$ cat src/rtl/linearb_hls_deadlock_reporter.sv
// linearb_hls_deadlock_reporter
//   Consumer end of the lineArb HLS deadlock monitor. Qualifies the block
//   flag over THRESHOLD consecutive cycles, freezes a snapshot of the
//   per-lane block_info bytes, then emits one report word per blocked lane
//   over a valid/ready stream. Illegal monitor encodings raise a sticky flag.
//
// Ports
//   clk_i               clock, all flops rising edge
//   rst_i               asynchronous active-high reset
//   block_i             monitor block flag
//   axis_block_info_i   byte n = ~(8'h1<<n) when lane n blocked, else 8'h00
//   clear_i             single-cycle rearm request
//   deadlock_o          sticky deadlock-qualified flag
//   malformed_o         sticky illegal-encoding flag
//   block_cycles_o      consecutive block cycles of current/last run (saturating)
//   rpt_valid_o/rpt_ready_i  report stream handshake
//   rpt_chan_o/rpt_code_o/rpt_last_o  report lane, snapshot byte, final word
module linearb_hls_deadlock_reporter #(
  parameter int NUM_CHAN  = 8,
  parameter int THRESHOLD = 1024,
  parameter int CNT_W     = 32,
  parameter int CHAN_W    = (NUM_CHAN > 1) ? $clog2(NUM_CHAN) : 1
) (
  input  logic                  clk_i,
  input  logic                  rst_i,
  input  logic                  block_i,
  input  logic [8*NUM_CHAN-1:0] axis_block_info_i,
  input  logic                  clear_i,
  output logic                  deadlock_o,
  output logic                  malformed_o,
  output logic [CNT_W-1:0]      block_cycles_o,
  output logic                  rpt_valid_o,
  input  logic                  rpt_ready_i,
  output logic [CHAN_W-1:0]     rpt_chan_o,
  output logic [7:0]            rpt_code_o,
  output logic                  rpt_last_o
);

  typedef enum logic [1:0] {S_IDLE, S_QUAL, S_LATCHED, S_DONE} state_e;

  state_e                  state_q, state_d;
  logic                    deadlock_q, deadlock_d;
  logic                    malformed_q, malformed_d;
  logic                    valid_q, valid_d;
  logic [CNT_W-1:0]        cnt_q, cnt_d;
  logic [NUM_CHAN-1:0]     mask_q, mask_d;
  logic [8*NUM_CHAN-1:0]   snap_q, snap_d;

  logic [CNT_W-1:0]        cnt_inc;
  logic [NUM_CHAN-1:0]     info_nz;
  logic                    bad_code;
  logic [CHAN_W-1:0]       sel_chan;
  logic [7:0]              sel_code;
  logic [NUM_CHAN-1:0]     sel_onehot;
  logic                    single_left;
  logic                    accept;
  logic                    latch;

  assign cnt_inc     = (&cnt_q) ? cnt_q : cnt_q + CNT_W'(1);
  // Zero or one bit set; an empty mask still yields one final word.
  assign single_left = ((mask_q & (mask_q - NUM_CHAN'(1))) == '0);
  assign accept      = valid_q & rpt_ready_i;

  // Per-lane decode: nonzero bytes, legality, and lowest-set-lane select.
  always_comb begin
    logic [7:0] lane_byte;
    logic [7:0] legal;
    info_nz    = '0;
    bad_code   = 1'b0;
    sel_chan   = '0;
    sel_code   = '0;
    sel_onehot = '0;
    for (int n = 0; n < NUM_CHAN; n++) begin
      lane_byte  = axis_block_info_i[n*8 +: 8];
      legal      = ~(8'd1 << n);
      info_nz[n] = (lane_byte != 8'h00);
      if (info_nz[n] && ((lane_byte != legal) || !block_i)) bad_code = 1'b1;
    end
    // Descending scan so the lowest set lane is the last one written.
    for (int n = NUM_CHAN - 1; n >= 0; n--) begin
      if (mask_q[n]) begin
        sel_chan      = CHAN_W'(n);
        sel_code      = snap_q[n*8 +: 8];
        sel_onehot    = '0;
        sel_onehot[n] = 1'b1;
      end
    end
  end

  // NOTE: every next-state variable gets its hold value first so no path
  // through the case leaves it unassigned (which would infer a latch).
  always_comb begin
    state_d     = state_q;
    deadlock_d  = deadlock_q;
    malformed_d = malformed_q | bad_code;
    valid_d     = valid_q;
    cnt_d       = cnt_q;
    mask_d      = mask_q;
    snap_d      = snap_q;
    latch       = 1'b0;

    case (state_q)
      S_IDLE: begin
        if (block_i) begin
          cnt_d = CNT_W'(1);
          if (THRESHOLD == 1) latch   = 1'b1;
          else                state_d = S_QUAL;
        end else begin
          cnt_d = '0;
        end
      end
      S_QUAL: begin
        if (block_i) begin
          cnt_d = cnt_inc;
          if (cnt_q == CNT_W'(THRESHOLD - 1)) latch = 1'b1;
        end else begin
          cnt_d   = '0;
          state_d = S_IDLE;
        end
      end
      S_LATCHED: begin
        if (block_i) cnt_d = cnt_inc;
        if (accept) begin
          mask_d = mask_q & ~sel_onehot;
          if (single_left) begin
            valid_d = 1'b0;
            state_d = S_DONE;
          end
        end
      end
      S_DONE: begin
        if (block_i) cnt_d = cnt_inc;
      end
      default: state_d = S_IDLE;
    endcase

    if (latch) begin
      snap_d     = axis_block_info_i;
      mask_d     = info_nz;
      deadlock_d = 1'b1;
      valid_d    = 1'b1;
      state_d    = S_LATCHED;
      if (info_nz == '0) malformed_d = 1'b1;
    end

    // Rearm overrides everything, including a coincident latch.
    if (clear_i) begin
      state_d     = S_IDLE;
      deadlock_d  = 1'b0;
      malformed_d = 1'b0;
      valid_d     = 1'b0;
      cnt_d       = '0;
      mask_d      = '0;
      snap_d      = '0;
    end
  end

  // NOTE: sequential state uses non-blocking assignments only so every flop
  // samples the pre-edge values. The snapshot is a plain register bank, so it
  // is reset along with the rest to keep outputs defined.
  always_ff @(posedge clk_i or posedge rst_i) begin
    if (rst_i) begin
      state_q     <= S_IDLE;
      deadlock_q  <= 1'b0;
      malformed_q <= 1'b0;
      valid_q     <= 1'b0;
      cnt_q       <= '0;
      mask_q      <= '0;
      snap_q      <= '0;
    end else begin
      state_q     <= state_d;
      deadlock_q  <= deadlock_d;
      malformed_q <= malformed_d;
      valid_q     <= valid_d;
      cnt_q       <= cnt_d;
      mask_q      <= mask_d;
      snap_q      <= snap_d;
    end
  end

  assign deadlock_o     = deadlock_q;
  assign malformed_o    = malformed_q;
  assign block_cycles_o = cnt_q;
  assign rpt_valid_o    = valid_q;
  // Report fields read as zero whenever no word is offered.
  assign rpt_chan_o     = valid_q ? sel_chan : '0;
  assign rpt_code_o     = valid_q ? sel_code : 8'h00;
  assign rpt_last_o     = valid_q & single_left;

endmodule
$ cat config.mk
export PLATFORM = sky130hd
export DESIGN_NAME = linearb_hls_deadlock_reporter
export DESIGN_NICKNAME = d
export VERILOG_FILES = /design/src/rtl/linearb_hls_deadlock_reporter.sv
export SDC_FILE = /design/constraint.sdc
export NUM_CORES = 1
export LEC_CHECK = 0
export BUFFER_PORTS_ARGS = -buffer_cell sky130_fd_sc_hd__buf_2
export CORE_MARGIN = 2
export CORE_UTILIZATION = 50
export DETAILED_ROUTE_END_ITERATION = 10
export PLACE_DENSITY = 0.87
export RECOVER_POWER = 25
export SKIP_CTS_REPAIR_TIMING = 1
export SLEW_MARGIN = 30
export SYNTH_ARGS = -nofsm -noshare
export SYNTH_HDL_FRONTEND = slang
export SYNTH_SLANG_ARGS = --single-unit
$ cat constraint.sdc
create_clock -name clk_i -period 3.3 [get_ports clk_i]
set_input_delay 0.33 -clock clk_i [delete_from_list [all_inputs] [get_ports clk_i]]
set_output_delay 0.33 -clock clk_i [all_outputs]
set_load 0.02 [all_outputs]
==> results of run 1 <==
[cell usage after synthesis, types with 8 or more instances]
| cell type | instances |
|---|---|
| o311ai_0 | 17 |
| a21oi_1 | 38 |
| a311oi_1 | 8 |
| nand4_1 | 17 |
| or3_1 | 8 |
| o211ai_1 | 16 |
| or4_1 | 12 |
| nor2_1 | 16 |
| nand3_1 | 26 |
| o21ai_1 | 8 |
| nor3_1 | 14 |
| inv_1 | 21 |
| nor2b_1 | 9 |
| and2_1 | 14 |
| clkbuf_1 | 38 |
| a31oi_1 | 10 |
| nor4_1 | 24 |
| nand2_1 | 56 |
| dfrtp_1 | 109 |
| o31ai_1 | 9 |
| o21ai_0 | 18 |
| a22o_1 | 56 |
[critical path: cells and delay by family, from the launching register on]
kind | cells | cell delay [ps]
AOI/OAI and AO/OA | 4 | 1170
buffers and inverters | 2 | 430
DFF | 1 | 520
[per-layer routing]
layer,vias to the layer above,part of all wire [%]
met4,2,2.8
met2,388,47
met1,2901,40
li1,2603,-
met3,58,10
met5,-,0.072
[metrics by stage]
stage          setup WS [ps]  hold WS (ps)  power, mW
2_1_floorplan           96.1           447       1.44
3_3_place_gp             732           445       1.52
3_5_place_dp             586           460       1.53
4_1_cts                  551          69.7       2.63
5_1_grt                  389           199       2.70
6_report                 481           191       2.63
[layout by cell type (no fill, tap or decap), types with 17 or more instances in the layout]
cell	instances
nand4_1	17
nor4_1	23
nand2_1	56
buf_2	115
nand3_1	26
o311ai_0	17
a21oi_1	37
inv_1	20
o21ai_0	18
a22o_1	56
dfrtp_1	109
[kinds of logic after synthesis]
family                     after synthesis
AOI/OAI and AO/OA                      217
buffers and inverters                   62
muxes                                    2
adders and majority gates                2
DFF                                    109
and+or+nand+nor                        223
[final timing paths]
check,start,endpoint,slack (ps)
setup / recovery,mask_q[6]$_DFFE_PP0P_,rpt_code_o[2],480
setup reg to reg,block_cycles_o[1]$_DFFE_PP0P_,snap_q[36]$_DFFE_PP0P_,640
hold / removal,axis_block_info_i[23],snap_q[23]$_DFFE_PP0P_,190
min in group asynchronous,rst_i,mask_q[7]$_DFFE_PP0P_,550
hold reg to reg,snap_q[10]$_DFFE_PP0P_,snap_q[10]$_DFFE_PP0P_,510
max in group asynchronous,rst_i,snap_q[11]$_DFFE_PP0P_,1690
[power by group through the flow]
stage	Clock [mW]	Sequential, mW	Combinational (mW)
after floorplan	0	1.37	0.0621
after global placement	0	1.37	0.153
after detailed placement	0	1.37	0.159
after CTS	1.13	1.34	0.160
after global routing	1.18	1.35	0.178
final	1.13	1.35	0.161
[registers in the layout, indices dropped and copies added (netlist names)]
signal and cells:
mask_q 8, rpt_valid_o 1, block_cycles_o 32, state_q 2
snap_q 64, malformed_o 1, deadlock_o 1
[layout make-up]
| type | count | area, um^2 |
|---|---|---|
| fillers | 969 | 4560 |
| inverters | 22 | 83.8 |
| clock inverters | 7 | 76.3 |
| clock buffers | 9 | 225 |
| well taps | 143 | 179 |
| repair buffers | 123 | 661 |
| flip-flops and latches | 109 | 2730 |
| multi-input cells | 444 | 2910 |
==> results.sh, run 1 <==
export IMPL_setup_violations=0
export IMPL_port_buffers=115
export IMPL_drt_iter0_drc=852
export IMPL_clk_path_buf_depth=2
export IMPL_io_pins=116
export IMPL_synth_xor_area_share_pct=0
export IMPL_ant_nets=0
export IMPL_internal_power_mw=1.93
export IMPL_hold_class="in -> reg"
export IMPL_wl_per_cell_um=21.2
export IMPL_p_seq_share_pct=51.1
export IMPL_arrival_ps=2490
export IMPL_ys_top_cells_by_area="dfrtp_1 (47%), a22o_1 (8.4%), nand2_1 (3.6%)"
export IMPL_syn_nets=685
export IMPL_drc=0
export IMPL_dr_pass1_iters=5
export IMPL_num_rows=39
export IMPL_num_vias=5952
export IMPL_synth_edff_count=0
export IMPL_hpwlAfterDp_um=12700
export IMPL_yosysSeqAreaShare_pct=46.7
export IMPL_powerDensity_nw_per_um2=384
export IMPL_switchingPower_uw=700
export IMPL_failed_checks="capacitance limit, slew limit"
export IMPL_avgSynthCellArea_um2=9.50
export IMPL_p_comb_share_pct=6.1
export IMPL_clk_pin_slew_ps=80
export IMPL_synth_simple_gate_area_share_pct=21.2
export IMPL_slew_viol_final=49
export IMPL_fin_crit_ps=2820
export IMPL_synth_top_cell_area_share_pct=46.7
export IMPL_end_kind="output port"
export IMPL_post_place_cells=841
export IMPL_synthMuxAreaShare_pct=0.343
export IMPL_cts_tree="yes"
export IMPL_nNetsFinal=779
export IMPL_max_slew_margin_pct=-50.5
export IMPL_ys_types=60
export IMPL_crit_type="reg -> out"
export IMPL_cpPeakStageDelay_ps=520
export IMPL_root_buffer="clkbuf_16"
export IMPL_synth_ff_type="dfrtp_1"
export IMPL_gr_usage_met3_pct=7.67
export IMPL_cellLeakagePower_nw=2.97
export IMPL_grt_use_met2_pct=46.1
export IMPL_rsz0062_at_grt="false"
export IMPL_start_util_pct=51.2
export IMPL_maxCapViolCount=1
export IMPL_grt_max_degree=72
export IMPL_clock_latency_ps=380
export IMPL_synth_top_family_by_area="compound AO/OA/AOI/OAI gates"
export IMPL_finalCritPeriodShare_pct=85.4
export IMPL_synth_compound_area_share_pct=27.4
export IMPL_crit_path_max_fanout=15
export IMPL_met1_usage_pct=39.5
export IMPL_cts_sinks=109
export IMPL_ys_async_sr_fraction_pct=100
export IMPL_die_area_um2=12600
export IMPL_status="finished with violations"
export IMPL_core_um2=11400
export IMPL_overflow=0
export IMPL_ys_warn_count=0
export IMPL_layout_drive_gt1_share_pct=21.8
export IMPL_grt_pass1_vias=5603
export IMPL_tightest_slew_ps=2240
export IMPL_cp_slowest_cell="dfrtp_1"
export IMPL_clkPwrFrac_pct=42.8
export IMPL_grt_pass1_wl_um=29300
export IMPL_postLayoutCellArea_um2=6860
export IMPL_top_usage_layer="met2"
export IMPL_setup_tns_final_ps=0
export IMPL_whs_path_depth=3
export IMPL_max_clock_freq_mhz=355
export IMPL_startpoint_type="register"
export IMPL_syn_inst=615
export IMPL_cts_made_buffers=9
export IMPL_dpl_cell_area_um2=6560
export IMPL_utilization_pct=60.1
export IMPL_area_growth_pct=17.3
export IMPL_place_gp_congestion=0.954
export IMPL_die_y_um=112
export IMPL_reg2reg_depth=7
export IMPL_die_w_um=112
export IMPL_antenna_found_initial=1
export IMPL_synth_fa_ha_area_share_pct=0.385
export IMPL_crit_required_ps=2970
export IMPL_fin_skew_ps=15.5
export IMPL_synth_seq_cells=109
export IMPL_viasPerCell=6.95
export IMPL_syn_area_um2=5840
export IMPL_synth_largest_area_cell="dfrtp_1"
export IMPL_swShare_pct=26.6
export IMPL_diodes=0
export IMPL_totalWireLength_um=18200
export IMPL_vdd_ir_drop_max_v=0.000348
export IMPL_hold_viol=0
export IMPL_track_usage_pct=29.1
export IMPL_stdcell_count=857
export IMPL_h_tree_depth=3
export IMPL_path_cells="clkinv_1, a311oi_1, o311ai_0, o211ai_1, a21oi_1, buf_2"
Note: power is estimated with default switching activity, not from simulation.
==> run 2: changes to the inputs <==
- REMOVE_ABC_BUFFERS: unset -> 1
==> run 2 against run 1 <==
Via count is 1.8% lower. Clock-buffer cell count is 2 higher. Clock power up 12%. The run still ends with capacitance limit, slew limit left. Sequential cell count unchanged. Global-route usage fell by 1.6 points. Sequential power barely moved. Utilization rose by 0.42 points. Clock skew decreased by 6.8 ps. Combinational power fell by 2%. Cell area up 0.69%. Worst setup slack worse by 22 ps. Fmax is 0.79% lower.
==> results.sh, run 2 (same netlist as run 1, synthesis figures left out) <==
export IMPL_stdcell_count=859
export IMPL_top_register="snap_q"
export IMPL_fin_skew_ps=8.69
export IMPL_dr_pass1_iters=5
export IMPL_area_growth_pct=18.2
export IMPL_layout_commonest_cell="buf_2"
export IMPL_nNetsFinal=781
export IMPL_wl_per_cell_um=20.3
export IMPL_overflow=0
export IMPL_layout_drive_gt1_share_pct=21.8
export IMPL_max_clock_freq_mhz=352
export IMPL_cts_tree="yes"
export IMPL_maxCapViolCount=1
export IMPL_end_kind="output port"
export IMPL_hold_class="in -> reg"
export IMPL_drc=0
export IMPL_cellLeakagePower_nw=3.00
export IMPL_arrival_ps=2510
export IMPL_num_vias=5842
export IMPL_cts_made_buffers=9
export IMPL_clk_pin_slew_ps=70
export IMPL_start_util_pct=51.2
export IMPL_status="finished with violations"
export IMPL_crit_path_max_fanout=15
export IMPL_hpwlAfterDp_um=12500
export IMPL_viasPerCell=6.80
export IMPL_fin_ws_ps=459
export IMPL_path_cells="clkinv_1, a311oi_1, o311ai_0, o211ai_1, a21oi_1, buf_2"
export IMPL_finalCritPeriodShare_pct=86.1
export IMPL_setup_violations=0
export IMPL_num_rows=39
export IMPL_grt_pass1_wl_um=28200
export IMPL_rsz0062_at_grt="false"
export IMPL_power_total_mw=2.77
export IMPL_crit_required_ps=2970
export IMPL_io_pins=116
export IMPL_startpoint_type="register"
export IMPL_cts_sinks=109
export IMPL_cpPeakStageDelay_ps=590
export IMPL_die_y_um=112
export IMPL_h_tree_depth=3
export IMPL_grt_pass1_vias=5480
export IMPL_clk_path_buf_depth=2
export IMPL_drt_iter0_drc=655
export IMPL_powerDensity_nw_per_um2=401
export IMPL_timing_hold_ws_ps=225
export IMPL_ant_nets=0
export IMPL_place_gp_congestion=0.903
export IMPL_die_area_um2=12600
export IMPL_diodes=0
export IMPL_slew_viol_final=65
export IMPL_grt_max_degree=72
export IMPL_setup_tns_final_ps=0
export IMPL_root_buffer="clkbuf_16"
export IMPL_hold_viol=0
export IMPL_failed_checks="capacitance limit, slew limit"
export IMPL_tightest_slew_ps=2390
export IMPL_fin_crit_ps=2840
export IMPL_max_slew_margin_pct=-59.5
export IMPL_largest_reg_flops=64
export IMPL_track_usage_pct=27.5
export IMPL_vdd_ir_drop_max_v=0.000341
export IMPL_crit_type="reg -> out"
export IMPL_die_w_um=112
export IMPL_final_cell_mix="buf_2 (115), dfrtp_1 (109), a22o_1 (56), nand2_1 (56), a21oi_1 (37)"
export IMPL_post_place_cells=843
export IMPL_pre_cts_slack_ps=792
export IMPL_cp_slowest_cell="o311ai_0"
export IMPL_totalWireLength_um=17400
export IMPL_crit_family="compound AO/OA/AOI/OAI gates"
export IMPL_port_buffers=115
export IMPL_core_um2=11400
export IMPL_antenna_found_initial=0
export IMPL_clock_latency_ps=350
export IMPL_crit_buf_inv=2
run 2: cell count changes in the layout (fill, tap and decap cells not counted), sizes merged:
| cell | before | now |
|---|---|---|
| inv | 24 | 21 |
| clkbuf | 9 | 12 |
| bufinv | 0 | 3 |
| clkinvlp | 1 | 0 |
| clkinv | 4 | 3 |
| buf | 123 | 124 |
run 2: stage by stage:
stage	utilization (%)	area, um^2
after CTS	60.5	6910
after detailed placement	57.5	6560
after floorplan	-	5690
after global routing	60.5	6910
final	60.5	6910
after global placement	57.5	6560
run 2: power by group:
part / total [mW] / switching, mW / leakage [nW] / internal (mW)
combinational: 0.157 / 0.106 / 1.31 / 0.0510
sequential: 1.35 / 0.00635 / 1.52 / 1.34
clock: 1.26 / 0.497 / 0.170 / 0.766
total: 2.77 / 0.610 / 3.00 / 2.16
run 2: final timing paths:
| path | start | cells past startpoint | slack, ps | endpoint |
|---|---|---|---|---|
| hold reg to reg | snap_q[49]$_DFFE_PP0P_ | 1 | 510 | snap_q[49]$_DFFE_PP0P_ |
| hold / removal | axis_block_info_i[31] | 2 | 220 | snap_q[31]$_DFFE_PP0P_ |
| min in group asynchronous | rst_i | 2 | 790 | block_cycles_o[25]$_DFFE_PP0P_ |
| max in group asynchronous | rst_i | 3 | 910 | block_cycles_o[21]$_DFFE_PP0P_ |
| setup / recovery | mask_q[6]$_DFFE_PP0P_ | 6 | 460 | rpt_code_o[3] |
| setup reg to reg | block_cycles_o[10]$_DFFE_PP0P_ | 5 | 720 | block_cycles_o[29]$_DFFE_PP0P_ |
run 2: per-layer routing:
metal | vias up | part of all wire (%) | global-route usage [%]
li1 | 2611 | - | -
met1 | 2857 | 40 | 37.6
met2 | 334 | 49 | 44.8
met3 | 40 | 8.6 | 4.81
met4 | 0 | 2.6 | 9.19
met5 | - | 0 | 0
run 2: worst register-to-register path: stages, from the launching register on:
cell,delay [ps]
dfrtp_1,490
nand4_1,230
or4_1,720
a2111o_1,540
or4_1,440
nand3_1,110
run 2: area by class of cell:
class	count	area, um^2
fill	981	4510
multi-input combinational	444	2910
sequential	109	2730
timing repair buffer	125	661
clock buffer	11	243
tap	143	179
clock inverter	5	108
inverter	22	82.6
==> run 3: changes to the inputs <==
- CELL_PAD_IN_SITES_DETAIL_PLACEMENT: unset -> 0
- CELL_PAD_IN_SITES_GLOBAL_PLACEMENT: unset -> 1
- CORE_MARGIN: 2 -> unset
- CORE_UTILIZATION: 50 -> 38
- MAX_ROUTING_LAYER: unset -> met4
==> run 3 against run 2 <==
Sequential share of layout area rose by 0.15 points. Critical endpoint is now rpt_code_o[5]. Global-route usage fell by 3.6 points. The flow still finishes with violations (capacitance limit, slew limit). Sequential cell count did not move. Critical path depth did not move. Die area rose by 26%. Worst setup slack got worse by 84 ps. Non-clock buffer count fell by 2. Register-to-register slack got worse by 140 ps. Clock power fell by 14%. Cell area fell by 0.38%.
==> results.sh, run 3 (same netlist as run 1, synthesis figures left out) <==
export IMPL_top_register="snap_q"
export IMPL_h_tree_depth=3
export IMPL_vdd_ir_drop_max_v=0.000280
export IMPL_multi_input_area_um2=2910
export IMPL_clk_pin_slew_ps=80
export IMPL_overflow=0
export IMPL_root_buffer="clkbuf_16"
export IMPL_drt_iter0_drc=638
export IMPL_critPathLaunch="mask_q[6]$_DFFE_PP0P_"
export IMPL_utilization_pct=46.6
export IMPL_r2r_start="block_cycles_o[0]$_DFFE_PP0P_"
export IMPL_grt_pass1_vias=5220
export IMPL_final_cell_mix="buf_2 (114), dfrtp_1 (109), a22o_1 (56), nand2_1 (56), a21oi_1 (37)"
export IMPL_clock_latency_ps=360
export IMPL_io_pins=116
export IMPL_core_um2=14800
export IMPL_drc=0
export IMPL_cts_made_buffers=9
export IMPL_tightest_slew_ps=2700
export IMPL_slew_viol_final=110
export IMPL_wl_per_cell_um=20.1
export IMPL_status="finished with violations"
export IMPL_die_y_um=126
export IMPL_cellLeakagePower_nw=2.96
export IMPL_grt_pass1_wl_um=28700
export IMPL_totalWireLength_um=18100
export IMPL_hold_class="in -> reg"
export IMPL_track_usage_pct=23.9
export IMPL_arrival_ps=2600
export IMPL_rsz0062_at_grt="false"
export IMPL_clkPwrFrac_pct=41.7
export IMPL_swShare_pct=25.1
export IMPL_num_vias=5717
export IMPL_crit_required_ps=2970
export IMPL_die_w_um=126
export IMPL_max_slew_margin_pct=-80.0
export IMPL_fin_skew_ps=9.23
export IMPL_crit_type="reg -> out"
export IMPL_num_rows=44
export IMPL_grt_max_degree=110
export IMPL_hold_start="axis_block_info_i[23]"
export IMPL_p_seq_share_pct=52.1
export IMPL_start_util_pct=39.6
export IMPL_place_gp_congestion=0.890
export IMPL_antenna_found_initial=1
export IMPL_largest_reg_flops=64
export IMPL_seqCellArea_um2=2730
export IMPL_layout_commonest_cell="buf_2"
export IMPL_port_buffers=115
export IMPL_setup_violations=0
export IMPL_setup_tns_final_ps=0
export IMPL_finalCritPeriodShare_pct=88.6
export IMPL_fin_crit_ps=2930
export IMPL_hpwlAfterDp_um=12900
export IMPL_clk_path_buf_depth=2
export IMPL_internal_power_mw=1.93
export IMPL_startpoint_type="register"
export IMPL_dr_pass1_iters=6
export IMPL_p_comb_share_pct=6.2
export IMPL_powerDensity_nw_per_um2=375
export IMPL_power_total_mw=2.58
export IMPL_nNetsFinal=779
export IMPL_ant_nets=0
export IMPL_maxCapViolCount=1
export IMPL_hold_viol=0
export IMPL_cts_tree="yes"
export IMPL_crit_path_max_fanout=15
export IMPL_fill_cells=1422
export IMPL_layout_drive_gt1_share_pct=21.6
export IMPL_failed_checks="capacitance limit, slew limit"
export IMPL_max_clock_freq_mhz=342
export IMPL_timing_hold_ws_ps=202
export IMPL_cts_sinks=109
export IMPL_die_area_um2=15900
export IMPL_end_kind="output port"
export IMPL_switchingPower_uw=648
export IMPL_viasPerCell=6.36
export IMPL_area_growth_pct=17.7
[run 3: cell count changes in the layout (fill, tap and decap cells not counted), sizes merged]
cell,delta
inv,+2
buf,-3
clkinvlp,+1
diode,+1
bufinv,-3
clkbuf,+1
[run 3: final cells by class]
cell class / count / area share [%]
flip-flops and latches: 109 / 39.7
repair buffers: 123 / 9.37
well taps: 184 / 3.35
clock inverters: 5 / 0.618
inverters: 22 / 1.22
diodes: 1 / 0.0364
clock buffers: 11 / 3.53
multi-input cells: 444 / 42.2
[run 3: worst max-delay path, cell delays in order, from the launching register on]
cell      delay (ps)
dfrtp_1          590
clkinv_1         350
a311oi_1         490
o311ai_0         230
o211ai_1         280
a21oi_1          120
buf_2            180
[run 3: worst paths after layout]
kind / endpoint / slack [ps] / cells after the start
setup reg to reg: mask_q[6]$_DFFE_PP0P_ / 580 / 7
hold / removal: snap_q[23]$_DFFE_PP0P_ / 200 / 3
setup / recovery: rpt_code_o[5] / 370 / 6
hold reg to reg: snap_q[2]$_DFFE_PP0P_ / 510 / 1
max in group asynchronous: block_cycles_o[5]$_DFFE_PP0P_ / 770 / 3
min in group asynchronous: block_cycles_o[9]$_DFFE_PP0P_ / 960 / 3
[run 3: power by group through the flow]
stage | sequential [mW] | clock, mW | combinational, mW
global route | 1.35 | 1.14 | 0.176
floorplan | 1.37 | 0 | 0.0560
CTS | 1.34 | 1.09 | 0.163
finish | 1.35 | 1.08 | 0.160
detailed placement | 1.37 | 0 | 0.163
global placement | 1.37 | 0 | 0.159
[run 3: layer usage]
metal,global-route usage [%],wire (um),up-vias
met1,34.1,8210,2819
met4,10.3,484,0
met2,33.7,8150,253
met5,-,0,-
li1,-,-,2609
met3,3.36,1270,36
[run 3: metrics by stage]
step / cell area [um^2] / cells / setup WS [ps]
finish: 6880 / 899 / 375
global route: 6880 / 899 / 209
CTS: 6890 / 898 / 480
detailed placement: 6610 / 882 / 624
global placement: 6610 / 882 / 696
floorplan: 5690 / 575 / -3480
